[src/rtl/regfile_write_arbiter_pkg.sv]
// rtl/regfile_write_arbiter_pkg.sv - shared CPU register-file types and constants
package regfile_write_arbiter_pkg;

  localparam int REG_ADDR_W = 5;
  localparam int DATA_W     = 32;
  localparam int NUM_REGS   = 32;

  localparam logic [REG_ADDR_W-1:0] ZERO_REG = '0;

  typedef struct packed {
    logic [REG_ADDR_W-1:0] addr;
    logic [DATA_W-1:0]     data;
  } wb_entry_t;

  function automatic logic is_zero_reg(input logic [REG_ADDR_W-1:0] a);
    return a == ZERO_REG;
  endfunction

endpackage

[src/rtl/regfile_write_arbiter_wbq_fifo.sv]
// rtl/regfile_write_arbiter_wbq_fifo.sv - writeback entry FIFO for multi-cycle results
module wbq_fifo
  import regfile_write_arbiter_pkg::*;
#(
  parameter int DEPTH = 4
) (
  input  logic                     clk,
  input  logic                     reset,
  input  logic                     push,
  input  wb_entry_t                push_entry,
  input  logic                     pop,
  output wb_entry_t                pop_entry,
  output logic [$clog2(DEPTH):0]   count,
  output logic                     full,
  output logic                     empty
);

  localparam int PTR_W = $clog2(DEPTH);
  localparam int CNT_W = PTR_W + 1;

  wb_entry_t        mem [DEPTH];
  logic [PTR_W-1:0] wr_ptr;
  logic [PTR_W-1:0] rd_ptr;
  logic             do_push;
  logic             do_pop;

  assign full    = (count == CNT_W'(DEPTH));
  assign empty   = (count == '0);
  assign do_push = push && !full;
  assign do_pop  = pop && !empty;

  assign pop_entry = mem[rd_ptr];

  // DEPTH is a power of two, so pointers wrap by natural overflow
  always_ff @(posedge clk or posedge reset) begin
    if (reset) begin
      wr_ptr <= '0;
      rd_ptr <= '0;
      count  <= '0;
    end else begin
      if (do_push) wr_ptr <= wr_ptr + PTR_W'(1);
      if (do_pop)  rd_ptr <= rd_ptr + PTR_W'(1);
      case ({do_push, do_pop})
        2'b10:   count <= count + CNT_W'(1);
        2'b01:   count <= count - CNT_W'(1);
        default: count <= count;
      endcase
    end
  end

  always_ff @(posedge clk) begin
    if (do_push) mem[wr_ptr] <= push_entry;
  end

endmodule

[src/rtl/regfile_write_arbiter.sv]
// rtl/regfile_write_arbiter.sv - register-file write port arbiter; RFWA_SCOREBOARD_EN builds the pending scoreboard
module regfile_write_arbiter
  import regfile_write_arbiter_pkg::*;
#(
  parameter int DEPTH = 4
) (
  input  logic                  clk,
  input  logic                  reset,
  input  logic                  wb_valid,
  input  logic [REG_ADDR_W-1:0] wb_addr,
  input  logic [DATA_W-1:0]     wb_data,
  input  logic                  md_valid,
  output logic                  md_ready,
  input  logic [REG_ADDR_W-1:0] md_addr,
  input  logic [DATA_W-1:0]     md_data,
  input  logic                  issue_valid,
  input  logic [REG_ADDR_W-1:0] issue_addr,
  output logic                  rf_write,
  output logic [REG_ADDR_W-1:0] rf_addr,
  output logic [DATA_W-1:0]     rf_data,
  output logic [NUM_REGS-1:0]   pending,
  output logic [$clog2(DEPTH):0] count
);

  wb_entry_t head;
  logic      fifo_full;
  logic      fifo_empty;
  logic      deq;

  assign md_ready = !reset && !fifo_full;
  assign deq      = !wb_valid && !fifo_empty;

  wbq_fifo #(.DEPTH(DEPTH)) u_fifo (
    .clk        (clk),
    .reset      (reset),
    .push       (md_valid && md_ready),
    .push_entry ('{addr: md_addr, data: md_data}),
    .pop        (deq),
    .pop_entry  (head),
    .count      (count),
    .full       (fifo_full),
    .empty      (fifo_empty)
  );

  // Pipeline writeback has fixed priority; r0 selections leave the port idle
  always_ff @(posedge clk or posedge reset) begin
    if (reset) begin
      rf_write <= 1'b0;
      rf_addr  <= '0;
      rf_data  <= '0;
    end else if (wb_valid) begin
      rf_write <= !is_zero_reg(wb_addr);
      rf_addr  <= wb_addr;
      rf_data  <= wb_data;
    end else if (deq) begin
      rf_write <= !is_zero_reg(head.addr);
      rf_addr  <= head.addr;
      rf_data  <= head.data;
    end else begin
      rf_write <= 1'b0;
    end
  end

`ifdef RFWA_SCOREBOARD_EN
  logic [NUM_REGS-1:0] pend_q;
  logic [NUM_REGS-1:0] pend_next;

  // Clear first so a same-edge issue to the same register wins
  always_comb begin
    pend_next = pend_q;
    if (deq) pend_next[head.addr] = 1'b0;
    if (issue_valid) pend_next[issue_addr] = 1'b1;
    pend_next[ZERO_REG] = 1'b0;
  end

  always_ff @(posedge clk or posedge reset) begin
    if (reset) pend_q <= '0;
    else       pend_q <= pend_next;
  end

  assign pending = pend_q;
`else
  logic unused_issue;
  assign unused_issue = ^{issue_valid, issue_addr};
  assign pending      = '0;
`endif

endmodule

[config.mk]
export PLATFORM = sky130hd
export DESIGN_NAME = regfile_write_arbiter
export DESIGN_NICKNAME = d
export VERILOG_FILES = /design/src/rtl/regfile_write_arbiter_pkg.sv /design/src/rtl/regfile_write_arbiter_wbq_fifo.sv /design/src/rtl/regfile_write_arbiter.sv
export SDC_FILE = /design/constraint.sdc
export NUM_CORES = 1
export LEC_CHECK = 0
export BUFFER_PORTS_ARGS = -buffer_cell sky130_fd_sc_hd__buf_2
export CORE_MARGIN = 2
export CORE_UTILIZATION = 59
export CTS_CLUSTER_SIZE = 8
export DETAILED_ROUTE_END_ITERATION = 10
export GPL_TIMING_DRIVEN = 0
export PLACE_DENSITY_LB_ADDON = 0.1
export SYNTH_ARGS = -nofsm -noshare
export SYNTH_HDL_FRONTEND = slang
export SYNTH_SLANG_ARGS = --single-unit
[constraint.sdc]
create_clock -name clk -period 6.6 [get_ports clk]
set_input_delay 0.66 -clock clk [delete_from_list [all_inputs] [get_ports clk]]
set_output_delay 0.66 -clock clk [all_outputs]
set_load 0.005 [all_outputs]
After elaboration in Yosys (flattened, before gate mapping)
Memories as Yosys holds them, arrays and structs flattened.
Index checks and enable logic that the tools add are counted.
{ "word_totals": {"reg_bits": 45, "ram_bits": 148, "out_inout_bits": 74, "word_cells": 39, "n_memories": 1} }
{ "mem_list": {"columns": ["memory", "depth", "word_bits", "rd", "rd_ports_with_merged_regs", "wr", "line", "text"], "rows": [
  ["u_fifo.mem", 4, 37, 1, 0, 1, "regfile_write_arbiter_wbq_fifo.sv:21", "wb_entry_t mem [DEPTH];"]
]} }
{ "classes": {"n_addsub": 4, "eq_ne": 3, "muxes": 9, "reduce_logical": 16} }
{ "ops": {"columns": ["cell", "n"], "rows": [
  ["32-bit 2-to-1 mux", 2],
  ["5-bit logical NOT", 2],
  ["5-bit 2-to-1 mux", 2],
  ["1-bit logical NOT", 6],
  ["3-bit one-hot mux with 2 select lines", 1],
  ["1-bit logical AND", 5],
  ["2-bit by 1-bit adder with 2-bit output, second input constant", 2],
  ["1-bit 2-to-1 mux", 4],
  ["2-bit nonzero test", 2],
  ["3-bit by 1-bit adder with 3-bit output, second input constant", 1],
  ["3-bit == test, second input constant", 1],
  ["3-bit logical NOT", 1],
  ["3-bit by 1-bit subtractor with 3-bit output, second input constant", 1],
  ["2-bit by 1-bit == test with 1-bit output, second input constant", 1],
  ["2-bit == test, second input constant", 1]
]} }

Longest topological paths before layout
{ "depth": {"ltp_word": 7, "depth_mapped": 9} }

Hierarchy
From an unflattened synthesis, not the netlist that was laid out.
{ "unflattened": {"hier_cells": 434, "area_unflattened_um2": 7768.7} }
{ "by_module_without_submodules": {"columns": ["mod", "instances", "cells_per_inst", "area_per_inst_um2"], "rows": [
  ["wbq_fifo", 1, 231, 5759.3],
  ["regfile_write_arbiter", 1, 203, 2009.4]
]} }

Least setup slack after synthesis
OpenSTA, ideal clock, no wires.
{ "synth_timing": {"kind": "input -> register", "from": "input port md_valid", "to": "memory u_fifo.mem[0][0] (netlist name), enable pin", "setup_time_ns": 0.398, "arrival_ns": 2.187, "required_time_ns": 6.202, "setup_slack_ns": 4.016, "cell_stages": 3, "n_path_buf": 0, "cell_sequence": "inv_1 > a211oi_1 > and2_1"} }
{ "synth_between": {"elab_chain_cells": 4} }
{ "synth_rtl": {"columns": ["element", "line", "text"], "rows": [
  ["from (decl)", "regfile_write_arbiter.sv:12", "input logic md_valid,"],
  ["1-bit logical AND", "regfile_write_arbiter.sv:36", ".push (md_valid && md_ready),"],
  ["1-bit logical AND", "regfile_write_arbiter_wbq_fifo.sv:29", "assign do_push = push && !full;"],
  ["1-bit 2-to-1 mux", "regfile_write_arbiter_wbq_fifo.sv:52", "if (do_push) mem[wr_ptr] <= push_entry;"],
  ["1-bit 2-to-1 mux (not written as such)", "regfile_write_arbiter_wbq_fifo.sv:52", null],
  ["to (decl)", "regfile_write_arbiter_wbq_fifo.sv:21", null]
]} }
Every way passes these cells.

Worst setup path in the final report
{ "layout_timing": {"from": "register u_fifo.count[0]", "to": "memory u_fifo.mem[0][11] (netlist name), enable pin"} }
{ "layout_between": {"elab_chain_cells": 7} }
{ "layout_rtl": {"columns": ["element", "line", "text"], "rows": [
  ["from (decl)", "regfile_write_arbiter_wbq_fifo.sv:13", "output logic [$clog2(DEPTH):0] count,"],
  ["from (signal assigned)", "regfile_write_arbiter_wbq_fifo.sv:44", "2'b10: count <= count + CNT_W'(1);"],
  ["from (signal assigned)", "regfile_write_arbiter_wbq_fifo.sv:45", "2'b01: count <= count - CNT_W'(1);"],
  ["from (signal assigned)", "regfile_write_arbiter_wbq_fifo.sv:46", "default: count <= count;"],
  ["3-bit == test *", "regfile_write_arbiter_wbq_fifo.sv:27", "assign full = (count == CNT_W'(DEPTH));"],
  ["1-bit logical NOT *", "regfile_write_arbiter_wbq_fifo.sv:29, regfile_write_arbiter.sv:30", null],
  ["1-bit logical AND", "regfile_write_arbiter.sv:30", "assign md_ready = !reset && !fifo_full;"],
  ["1-bit logical AND", "regfile_write_arbiter.sv:36", null],
  ["1-bit logical AND *", "regfile_write_arbiter_wbq_fifo.sv:29", null],
  ["1-bit 2-to-1 mux *", "regfile_write_arbiter_wbq_fifo.sv:52", null],
  ["1-bit 2-to-1 mux (not written as such) *", "regfile_write_arbiter_wbq_fifo.sv:52", null]
]} }
Mark *: on every way between the ends. The rest lies on a longest branch, timed or not.

==> out/results.tsv <==
stage	metric	value	unit
status	status	completed	
synth	yosysUniqueCellTypes	30	
timing	drv_slew	0	
drt	vias	4204	
synth	yosys_most_used_dff	edfxtp_1	
place	hpwl	9.55	mm
floorplan	die_y	118	µm
synth	yosysSeqAreaShare	72.2	%
synth	synth_cells	428	
power	powerDensity	376	nW/µm²
cts	cts_max_path_buffers	2	
drt	drt_iter0_drc	216	
synth	synth_most_common_cell	edfxtp_1	
synth	ys_warn_count	0	
synth	synth.largest_area_cell	edfxtp_1	
power	combinationalPowerShare	26.0	%
synth	netlist_area	7720	µm²
global_routing	grtUsageTotal	21.5	%
global_routing	grt_pass1_wl	22.4	mm
place	portBuffers	118	
synth	async_flop_share	23.3	%
cts	clock_latency	0.42	ns
synth	ys_ff_latch	193	
power	p_sw	0.962	mW
cells_and_area	area_growth_syn_to_layout	20.4	%
drt	routed_via_density	5.35	
setup_path	required	6.72	ns
timing	period_needed	2.49	ns
drt	drtAntennaViolNets	0	
setup_path	crit_path_start_kind	flip-flop	
global_routing	antenna_found_initial	0	
cts	clk_pin_slew	0.07	ns
synth	synth_common_cells	148 x edfxtp_1, 45 x dfrtp_1, 34 x mux4_2	
timing	setup_tns	0	ns
job	cap_violations	0	
cts	cts_sinks	193	
cts	cts.repair.resized	0	
cts	root_buffer	clkbuf_16	
cts	cts_tree	built	
timing	hold_viol	0	
power	p_sw_share	27.5	%
setup_path	cp-end-kind	flip-flop	
place	place_inst	754	
cells_and_area	fin_nets	691	
timing	rsz0062_at_grt	false	
global_routing	first_global_vias	4299	
floorplan	initial_utilization	60.9	%
cells_and_area	n_fill_cell	851	
floorplan	coreArea	12700	µm²
floorplan	dieWidth	118	µm
floorplan	die-area	14000	µm²
power	p_seq_share	47.1	%
cts	cts_hold_repair.buffers	0	
synth	synth.area.top_cells	edfxtp_1 58%, dfrtp_1 15%, mux4_2 9.9%	
drt	totalWireLength	14.4	mm
cts	cts_buffers	17	
power	ir_drop	0.219	mV
timing	finalSetupViolations	0	
drt	drc	0	
timing	slew-limit-headroom	24.8	%
global_routing	overflow	0	
floorplan	io-pin-count	158	
drt	drtPass1Iterations	4	
timing	finalClockSkew	0.00793	ns
cells_and_area	layout-drive-gt1-share	37.5	%
timing	worst_pin_slew	1.12	ns
power	power.total	3.50	mW
synth	avgSynthCellArea	18.0	µm²
power	p_clk_share	26.9	%
drt	wire_per_inst	18.4	µm
timing	clock.fmax	0.401	GHz
min_path	hold_path_class	in -> async	
timing	fin_crit_sh	37.8	%
cts	post-cts-setup-buffer-count	0	
power	intPower	2.54	mW
cells_and_area	diodes	0	
power	power_leakage	3.67	nW
synth	synth_edf_count	148	
global_routing	grt_max_degree	37	
floorplan	rows	41	
cells_and_area	instances_no_fill	786	
cts	cts-htree-levels	4	
setup_path	criticalPathCategory	reg -> reg	
setup_path	cp.arrival	2.61	ns
synth	synth.top_cell.area_share	57.6	%
setup_path	worstPathMaxFanout	22	
place	place_congestion	0.759	
routing by layer:
layer  global-route usage, %  wire length (µm)  vias to the layer above  share of wire, %
met1                    25.6              5580                     2101                39
met5                       0                 0                        -                 0
met4                    7.68               246                        0               1.7
li1                        -                 -                     1925                 -
met2                    38.3              7650                      159                53
met3                    4.92               955                       19               6.6
worst paths after layout:
| path | start | endpoint | slack (ns) | depth (start not counted) |
|---|---|---|---|---|
| max | u_fifo.count[0] | u_fifo.mem[0][11] | 4.11 | 4 |
| min | reset | rf_addr[2] | 0.18 | 2 |
| max reg2reg | u_fifo.count[0] | u_fifo.mem[0][11] | 4.11 | 4 |
| min reg2reg | rf_data[17] | rf_data[17] | 0.47 | 2 |
| max in group asynchronous | reset | rf_data[22] | 5.93 | 3 |
| min in group clk | md_data[26] | u_fifo.mem[2][26] | 0.45 | 1 |
cells by family after synthesis:
family / synth area share, %
AO/OA/AOI/OAI: 3.34
XOR/XNOR: 0.681
adder cells (fa/ha/maj): 1.07
buffers and inverters: 4.67
flip-flops: 72.2
multiplexers: 15.4
other: 0.0486
AND/OR/NAND/NOR: 2.63
layout by cell type, fill, tap and decap left out, types with 3 or more instances in the layout:
cell type / instances
edfxtp_1: 148
buf_2: 124
dfrtp_1: 45
mux4_2: 34
mux2i_1: 33
nand2_1: 33
o21ai_0: 32
buf_4: 32
conb_1: 32
clkbuf_16: 17
clkbuf_1: 11
inv_1: 7
ha_1: 5
clkinv_2: 5
buf_12: 5
nor2_1: 4
xor2_1: 4
a22o_1: 4
a21o_1: 4
and2_2: 4
buf_1: 3
mux4_1: 3
clkinv_1: 3
sequential cells by signal, indices dropped and copies added (netlist names):
name	count
rf_write	1
u_fifo.rd_ptr	2
rf_addr	5
rf_data	32
u_fifo.wr_ptr	2
u_fifo.mem	148
u_fifo.count	3
area by class of cell:
type                    count  area, µm²  share of cell area [%]
flip-flops and latches    193       5570                    60.0
plain buffers              52        330                    3.56
well taps                 172        215                    2.32
repair buffers            123        691                    7.43
clock inverters            12       90.1                   0.970
inverters                   8       30.0                   0.323
multi-input cells         206       1910                    20.5
clock buffers              20        457                    4.92
power by group through the flow:
stage	clock network (mW)	logic, mW	registers [mW]
6_report	0.942	0.909	1.65
3_5_place_dp	0	0.927	1.67
4_1_cts	0.956	0.933	1.65
5_1_grt	1.00	1.00	1.67
3_3_place_gp	0	0.883	1.66
2_1_floorplan	0	0.585	1.67
stage by stage:
stage / util [%] / worst slack (ns) / hold slack [ns] / instance area [µm²]
2_1_floorplan: - / 4.02 / 0.473 / 7830
3_3_place_gp: 68.2 / 3.02 / 0.456 / 8640
3_5_place_dp: 69.0 / 3.68 / 0.465 / 8740
4_1_cts: 73.3 / 4.04 / 0.162 / 9290
5_1_grt: 73.3 / 3.91 / 0.176 / 9290
6_report: 73.3 / 4.11 / 0.175 / 9290
worst max-delay path, stage by stage (launching register included):
cell and delay, ns:
dfrtp_1 0.46, nor2_1 0.09, a211oi_1 0.77, and2_2 0.60
buf_12 0.26
Note: power is estimated with default switching activity, not from simulation.
